[config.mk]
export PLATFORM = sky130hd
export DESIGN_NAME = add3_result_fifo_acc
export DESIGN_NICKNAME = d
export VERILOG_FILES = /design/src/rtl/add3_result_fifo_acc.sv
export SDC_FILE = /design/constraint.sdc
export NUM_CORES = 1
export LEC_CHECK = 0
export BUFFER_PORTS_ARGS = -buffer_cell sky130_fd_sc_hd__clkbuf_2
export CAP_MARGIN = 20
export CORE_MARGIN = 8
export CORE_UTILIZATION = 35
export DETAILED_ROUTE_END_ITERATION = 8
export GPL_ROUTABILITY_DRIVEN = 0
export PLACE_DENSITY = 0.65
export SYNTH_ARGS = -nofsm -noshare
export SYNTH_HDL_FRONTEND = slang
export SYNTH_SLANG_ARGS = --single-unit
[constraint.sdc]
create_clock -name clk -period 3.5 [get_ports clk]
set_clock_uncertainty 0.05 [all_clocks]
set_input_delay 0.525 -clock clk [delete_from_list [all_inputs] [get_ports clk]]
set_output_delay 0.525 -clock clk [all_outputs]
set_load 0.01 [all_outputs]
[src/rtl/add3_result_fifo_acc.sv]
// add3_result_fifo_acc
// Captures the 6-bit result word and select bit of the upstream 3-bit add/select
// stage into a small FIFO with a valid/ready handshake on both sides, and keeps a
// saturating running sum of the sum field of every word popped in add mode.
// Optional feature: define ADD3_RESULT_FIFO_PARITY_EN to store an even-parity
// bit per entry and present it on out_par; otherwise out_par is tied to 0.
module add3_result_fifo_acc #(
    parameter int DEPTH = 4,   // power of two, 2..16
    parameter int ACC_W = 8    // >= 4
) (
    input  logic                     clk,
    input  logic                     rst,
    input  logic                     in_vld,
    output logic                     in_rdy,
    input  logic                     in_sel,
    input  logic [5:0]               in_data,
    output logic                     out_vld,
    input  logic                     out_rdy,
    output logic                     out_sel,
    output logic [5:0]               out_data,
    output logic                     out_par,
    input  logic                     clr_acc,
    output logic [ACC_W-1:0]         acc,
    output logic                     acc_sat,
    output logic [$clog2(DEPTH):0]   count
);

    localparam int PTR_W = $clog2(DEPTH);
    localparam int CNT_W = PTR_W + 1;
    localparam logic [CNT_W-1:0] FULL_CNT = CNT_W'(DEPTH);
    localparam logic [ACC_W-1:0] ACC_MAX  = '1;

    logic [5:0]       r_data_mem [DEPTH];
    logic             r_sel_mem  [DEPTH];
    logic [PTR_W-1:0] r_wr_ptr;
    logic [PTR_W-1:0] r_rd_ptr;
    logic [CNT_W-1:0] r_count;
    logic [ACC_W-1:0] r_acc;
    logic             r_acc_sat;

    logic             w_push;
    logic             w_pop;
    logic             w_add_pop;
    logic [ACC_W-1:0] w_acc_base;
    logic [ACC_W:0]   w_acc_sum;

    // Handshake: readiness depends on occupancy only, so a full FIFO never
    // accepts a word even when the head is being taken in the same cycle.
    assign in_rdy  = (r_count != FULL_CNT);
    assign out_vld = (r_count != '0);
    assign w_push  = in_vld & in_rdy;
    assign w_pop   = out_vld & out_rdy;

    assign out_sel  = r_sel_mem[r_rd_ptr];
    assign out_data = r_data_mem[r_rd_ptr];
    assign count    = r_count;
    assign acc      = r_acc;
    assign acc_sat  = r_acc_sat;

    // Clear is applied before the add, so a clear plus add-mode pop loads the sum field.
    assign w_add_pop  = w_pop & ~out_sel;
    assign w_acc_base = clr_acc ? '0 : r_acc;
    assign w_acc_sum  = {1'b0, w_acc_base} + {{(ACC_W-2){1'b0}}, out_data[5:3]};

    // Entry storage write on an accepted push.
    // NOTE: storage has no reset; an entry is only ever read after it was written,
    // and leaving it unreset lets it map onto plain RAM/flops without a reset tree.
    always_ff @(posedge clk) begin
        if (w_push && !rst) begin
            r_data_mem[r_wr_ptr] <= in_data;
            r_sel_mem[r_wr_ptr]  <= in_sel;
        end
    end

`ifdef ADD3_RESULT_FIFO_PARITY_EN
    logic r_par_mem [DEPTH];

    // Parity bit captured alongside each entry.
    always_ff @(posedge clk) begin
        if (w_push && !rst) begin
            r_par_mem[r_wr_ptr] <= ^in_data;
        end
    end

    assign out_par = r_par_mem[r_rd_ptr];
`else
    assign out_par = 1'b0;
`endif

    // Pointers and occupancy; pointers wrap naturally since DEPTH is a power of two.
    // NOTE: state registers use non-blocking assignments so every flop samples
    // the pre-edge values, independent of statement order.
    always_ff @(posedge clk) begin
        if (rst) begin
            r_wr_ptr <= '0;
            r_rd_ptr <= '0;
            r_count  <= '0;
        end else begin
            if (w_push) r_wr_ptr <= r_wr_ptr + PTR_W'(1);
            if (w_pop)  r_rd_ptr <= r_rd_ptr + PTR_W'(1);
            case ({w_push, w_pop})
                2'b10:   r_count <= r_count + CNT_W'(1);
                2'b01:   r_count <= r_count - CNT_W'(1);
                default: r_count <= r_count;
            endcase
        end
    end

    // Saturating accumulator of the sum field over add-mode pops, with sticky flag.
    always_ff @(posedge clk) begin
        if (rst) begin
            r_acc     <= '0;
            r_acc_sat <= 1'b0;
        end else if (w_add_pop) begin
            if (w_acc_sum[ACC_W]) begin
                r_acc     <= ACC_MAX;
                r_acc_sat <= 1'b1;
            end else begin
                r_acc     <= w_acc_sum[ACC_W-1:0];
                r_acc_sat <= clr_acc ? 1'b0 : r_acc_sat;
            end
        end else if (clr_acc) begin
            r_acc     <= '0;
            r_acc_sat <= 1'b0;
        end
    end

endmodule

---- Word level (Yosys, flattened, before mapping) ----
Memories as Yosys holds them, arrays and structs flattened. A register that Yosys moved wholly into a read port is not among the register bits.
Cells that the tools add are included.
storage, ports and cells
  memory bits (writable) .................. 28
  bits in registers ....................... 16
  logic and storage cells ................. 36
  input port bits ......................... 12
  output and inout port bits .............. 22
  memories ................................ 2
operators by class
  bitwise gates (word level) .............. 4
  eq/ne operators ......................... 3
  $add $sub $neg .......................... 5
  muxes and demuxes ....................... 13
  reduce and logical (&&, ||, !) cells .... 4
memories
  memory      depth  width  rd ports  clocked after memory_dff  wr ports  line  source
  r_data_mem  4      6      1         1                         1         33    logic [5:0] r_data_mem [DEPTH];
  r_sel_mem   4      1      1         1                         1         34    logic r_sel_mem [DEPTH];
operator list
  operator               count
  $mux W8                3
  $add A8 B3 Y9          1
  $mux W2                4
  $pmux W3 S2            1
  $mux W1                5
  $add A2 B1 Y2 const B  2
  $add A3 B1 Y3 const B  1
  $and A1 B1 Y1          3
  $ne A3 B3 Y1 const B   1
  $reduce_bool A3 Y1     1
  $sub A3 B1 Y3 const B  1
  $eq A2 B1 Y1 const B   1
  $eq A2 B2 Y1 const B   1
  $reduce_bool A2 Y1     1
  $logic_and A1 B1 Y1    1
  $logic_not A1 Y1       1
  $not A1 Y1             1

---- Logic depth before layout (Yosys ltp) ----
  word-level depth ........................ 5
  depth in mapped cells ................... 8
  gate-level depth less buffers ........... 8

---- Least setup slack after synthesis ----
OpenSTA, ideal clock, no wires.
  path kind ............................... register to register
  start point ............................. register (tool-made name)
  end point ............................... register r_acc[6], in the netlist acc[6]
  arrival time ............................ 2.432 ns
  period minus slack after synthesis ...... 2.573 ns
  data required time ...................... 3.358 ns
  stages on the path, launching flop included .. 9
  slack ................................... 0.927 ns
  buffers on the path ..................... 1
  library setup time ...................... 0.092 ns
  cells stage by stage .................... dfxtp_1 > buf_6 > mux4_1 > ha_1 > fa_1 > a21oi_1 > nor4_4 > and4bb_1 > nor4_1
RTL lines
  item                  line  source
  end signal, assigned  119   r_acc <= w_acc_sum[ACC_W-1:0];
  end, declared         38    logic [ACC_W-1:0] r_acc;

==> summary.md <==
| Metric | Value |
|---|---|
| Max-cap viol count | 0 |
| Post-route setup TNS | 0 ns |
| # fillers | 529 |
| Hold Path Class | in2reg |
| GR Util All Layers | 0.0880 |
| Clk pwr share | 0.221 |
| Final WL | 3.60 mm |
| Via density | 4.86 |
| Max-slew headroom at the worst pin | 0.328 |
| First-pass GRT wire length | 5.93 mm |
| Cell Int Power | 0.945 mW |
| Synth Flop Type | edfxtp_1 |
| Resized cells post-CTS | 0 |
| # diodes | 0 |
| Die H | 92.4 um |
| Synth top area share | 0.412 |
| CTS tree | built |
| Detail Placement HPWL | 2.69 mm |
| Top cells by count, synth | edfxtp_1 (28), dfxtp_1 (18), nor2_1 (12), a21oi_1 (9), ha_1 (8) |
| Syn_nets | 171 |
| CP Max Fanout | 7 |
| Layout cell share with drive strength beyond 1 | 0.250 |
| Total grt overflow | 0 |
| Final WS setup | 0.719 ns |
| Root buffer cell | clkbuf_8 |
| Synth unique cells | 38 |
| Register area share after synthesis | 0.588 |
| Worst skew pair latency | 0.29 ns |
| Critical-path cell list | mux4_1 -> ha_1 -> fa_1 -> a21oi_1 -> nor4_4 -> and4bb_1 -> nor4_1 |
| Largest net degree at the start of global routing | 19 |
| Top-count cell post-synth | edfxtp_1 |
| Post-CTS Setup Inserts | 0 |
| Post-CTS Hold Buffers | 0 |
| Startpoint Class | flop |
| Core area | 5780 um^2 |
| Switching portion of total power | 0.318 |
| Crit-path slowest cell | mux4_1 |
| Synth top area cells | edfxtp_1 (41%), dfxtp_1 (18%), mux4_1 (7.7%), ha_1 (4.9%), a21oi_1 (2.2%) |
| Vias in the first global route | 1255 |
| Flop and latch count out of synthesis | 46 |
| Max Clk Rate | 360 MHz |
| Die area | 8530 um^2 |
| Top cell type by total area after synthesis | edfxtp_1 |
| Sw power | 0.441 mW |
| Sequential share of power | 0.495 |
| Fin. Hold Viols | 0 |
| DR pass1 iterations | 4 |
| Cell Pwr Density | 589 nW/um^2 |
| Chip Width | 92.4 um |
| Finished Layout Cells | 259 |
| Crit path buf inv count | 0 |
| Worst Tran Pin Value | 1.00 ns |
| WP data required | 3.66 ns |
| Initial antenna violation count | 0 |
| Gate power share | 0.284 |
| Yosys warns | 0 |
| Setup violations, final | 0 |
| Post-Place Worst Slack | 0.720 ns |
| Status | finished, final reports clean |
| Clk slew on worst S/H paths | 0.08 ns |
| Setup crit end kind | flop |
| Fin nets | 205 |
| Residual DRC count | 0 |
| Area Overhead vs Synth | 15.1% |
| DR WL/cell | 13.9 um |
| TritonCTS buffer count | 5 |
| Synthesized cell area | 2040 um^2 |
| I/O pin count | 34 |
| Worst EP arrival | 2.94 ns |
| Post-synth ARST share | 0 |
| Minimum clock period | 2.78 ns |
| Placed cells | 251 |
| Slew Viols, Final | 0 |
| RSZ-0062 raised after global routing | no |
| Clock tree buffer depth | 2 |
| LEAKAGE | 0.862 nW |
| Period utilization | 0.795 |
| CP max stage delay | 0.63 ns |
| Pwr Total | 1.39 mW |
| Post-layout util | 0.407 |
| CP Class | reg2reg |
| Post-Syn Instances | 149 |
| Avg Cell Area, Syn | 13.7 um^2 |
| Cell Rows | 28 |
| Largest delay share family, worst path | adder cells |
| Max VDD drop | 0.352 mV |
| Sink Count | 46 |
| Htree depth | 2 |
| Via total after detailed routing | 1260 |
| Initial core utilization | 0.353 |
| # port buffers | 32 |
| Routed Antenna Nets | 0 |
| Drt initial violations | 72 |
| Number of synthesized flops with an enable pin | 28 |
state kept, by name, indices dropped and copies added (netlist names), named ones only:
register,flops
r_data_mem,24
acc,8
r_sel_mem,4
count,3
r_rd_ptr,2
r_wr_ptr,2
acc_sat,1
through the flow:
stage               area, um^2  hold slack [ns]
floorplan                 2040            0.419
global placement          2270            0.413
detailed placement        2270            0.420
CTS                       2350            0.392
global route              2350            0.390
finish                    2350            0.402
worst paths after layout:
check	startpoint	slack, ns	cells past startpoint	to
worst min-delay path	in_data[2]	0.40	1	r_data_mem[0][2]
worst max register to register	flop	0.72	7	acc[6]
worst max-delay path	flop	0.72	7	acc[6]
worst min register to register	acc_sat	0.44	2	acc_sat
kinds of logic (layout without fill, tap and decap cells):
group                      after synthesis  after routing  share of synthesized area
DFF                                     46             46                      0.588
and+or+nand+nor                         43             43                      0.123
AOI/OAI and AO/OA                       24             24                     0.0741
buffers and inverters                   11             46                     0.0257
adders and majority gates               10             10                     0.0686
muxes                                    8              8                     0.0931
xor gates and xnor gates                 6              6                     0.0257
other                                    1              1                    0.00184
routing by layer:
metal / global-route usage / wire length, um / up-vias / part of all wire
met5: 0 / 0 / - / 0
met3: 0.0235 / 145 / 6 / 0.040
li1: - / - / 625 / -
met2: 0.152 / 1780 / 29 / 0.49
met1: 0.0980 / 1610 / 600 / 0.45
met4: 0.0443 / 71 / 0 / 0.020
worst reg2reg max path, cell delays in order, from the launching register on:
cell	delay (ns)
dfxtp_1	0.56
mux4_1	0.63
ha_1	0.24
fa_1	0.41
a21oi_1	0.30
nor4_4	0.08
and4bb_1	0.24
nor4_1	0.19
placed cells by master, fill, tap and decap left out, drive strengths merged, types with 5 or more instances in the layout:
cell / count
clkbuf: 37
edfxtp: 28
dfxtp: 18
inv: 6
nor2: 12
ha: 8
o21ai: 6
a21oi: 9
mux4: 7
nand2: 5
layout make-up:
cell class	count	area (um^2)	area share
clock buffers	5	68.8	0.0293
clock inverters	3	16.3	0.00692
repair buffers	32	160	0.0681
multi-input cells	92	788	0.335
flip-flops and latches	46	1200	0.511
well taps	75	93.8	0.0399
inverters	6	22.5	0.00958
power by group through the flow:
stage          Clock (mW)  Combinational, mW  Sequential [mW]
3_3_place_gp            0              0.397            0.700
6_report            0.306              0.393            0.686
5_1_grt             0.338              0.434            0.698
2_1_floorplan           0              0.294            0.682
4_1_cts             0.315              0.399            0.690
3_5_place_dp            0              0.399            0.702
Power figures use the tool's default switching activity.
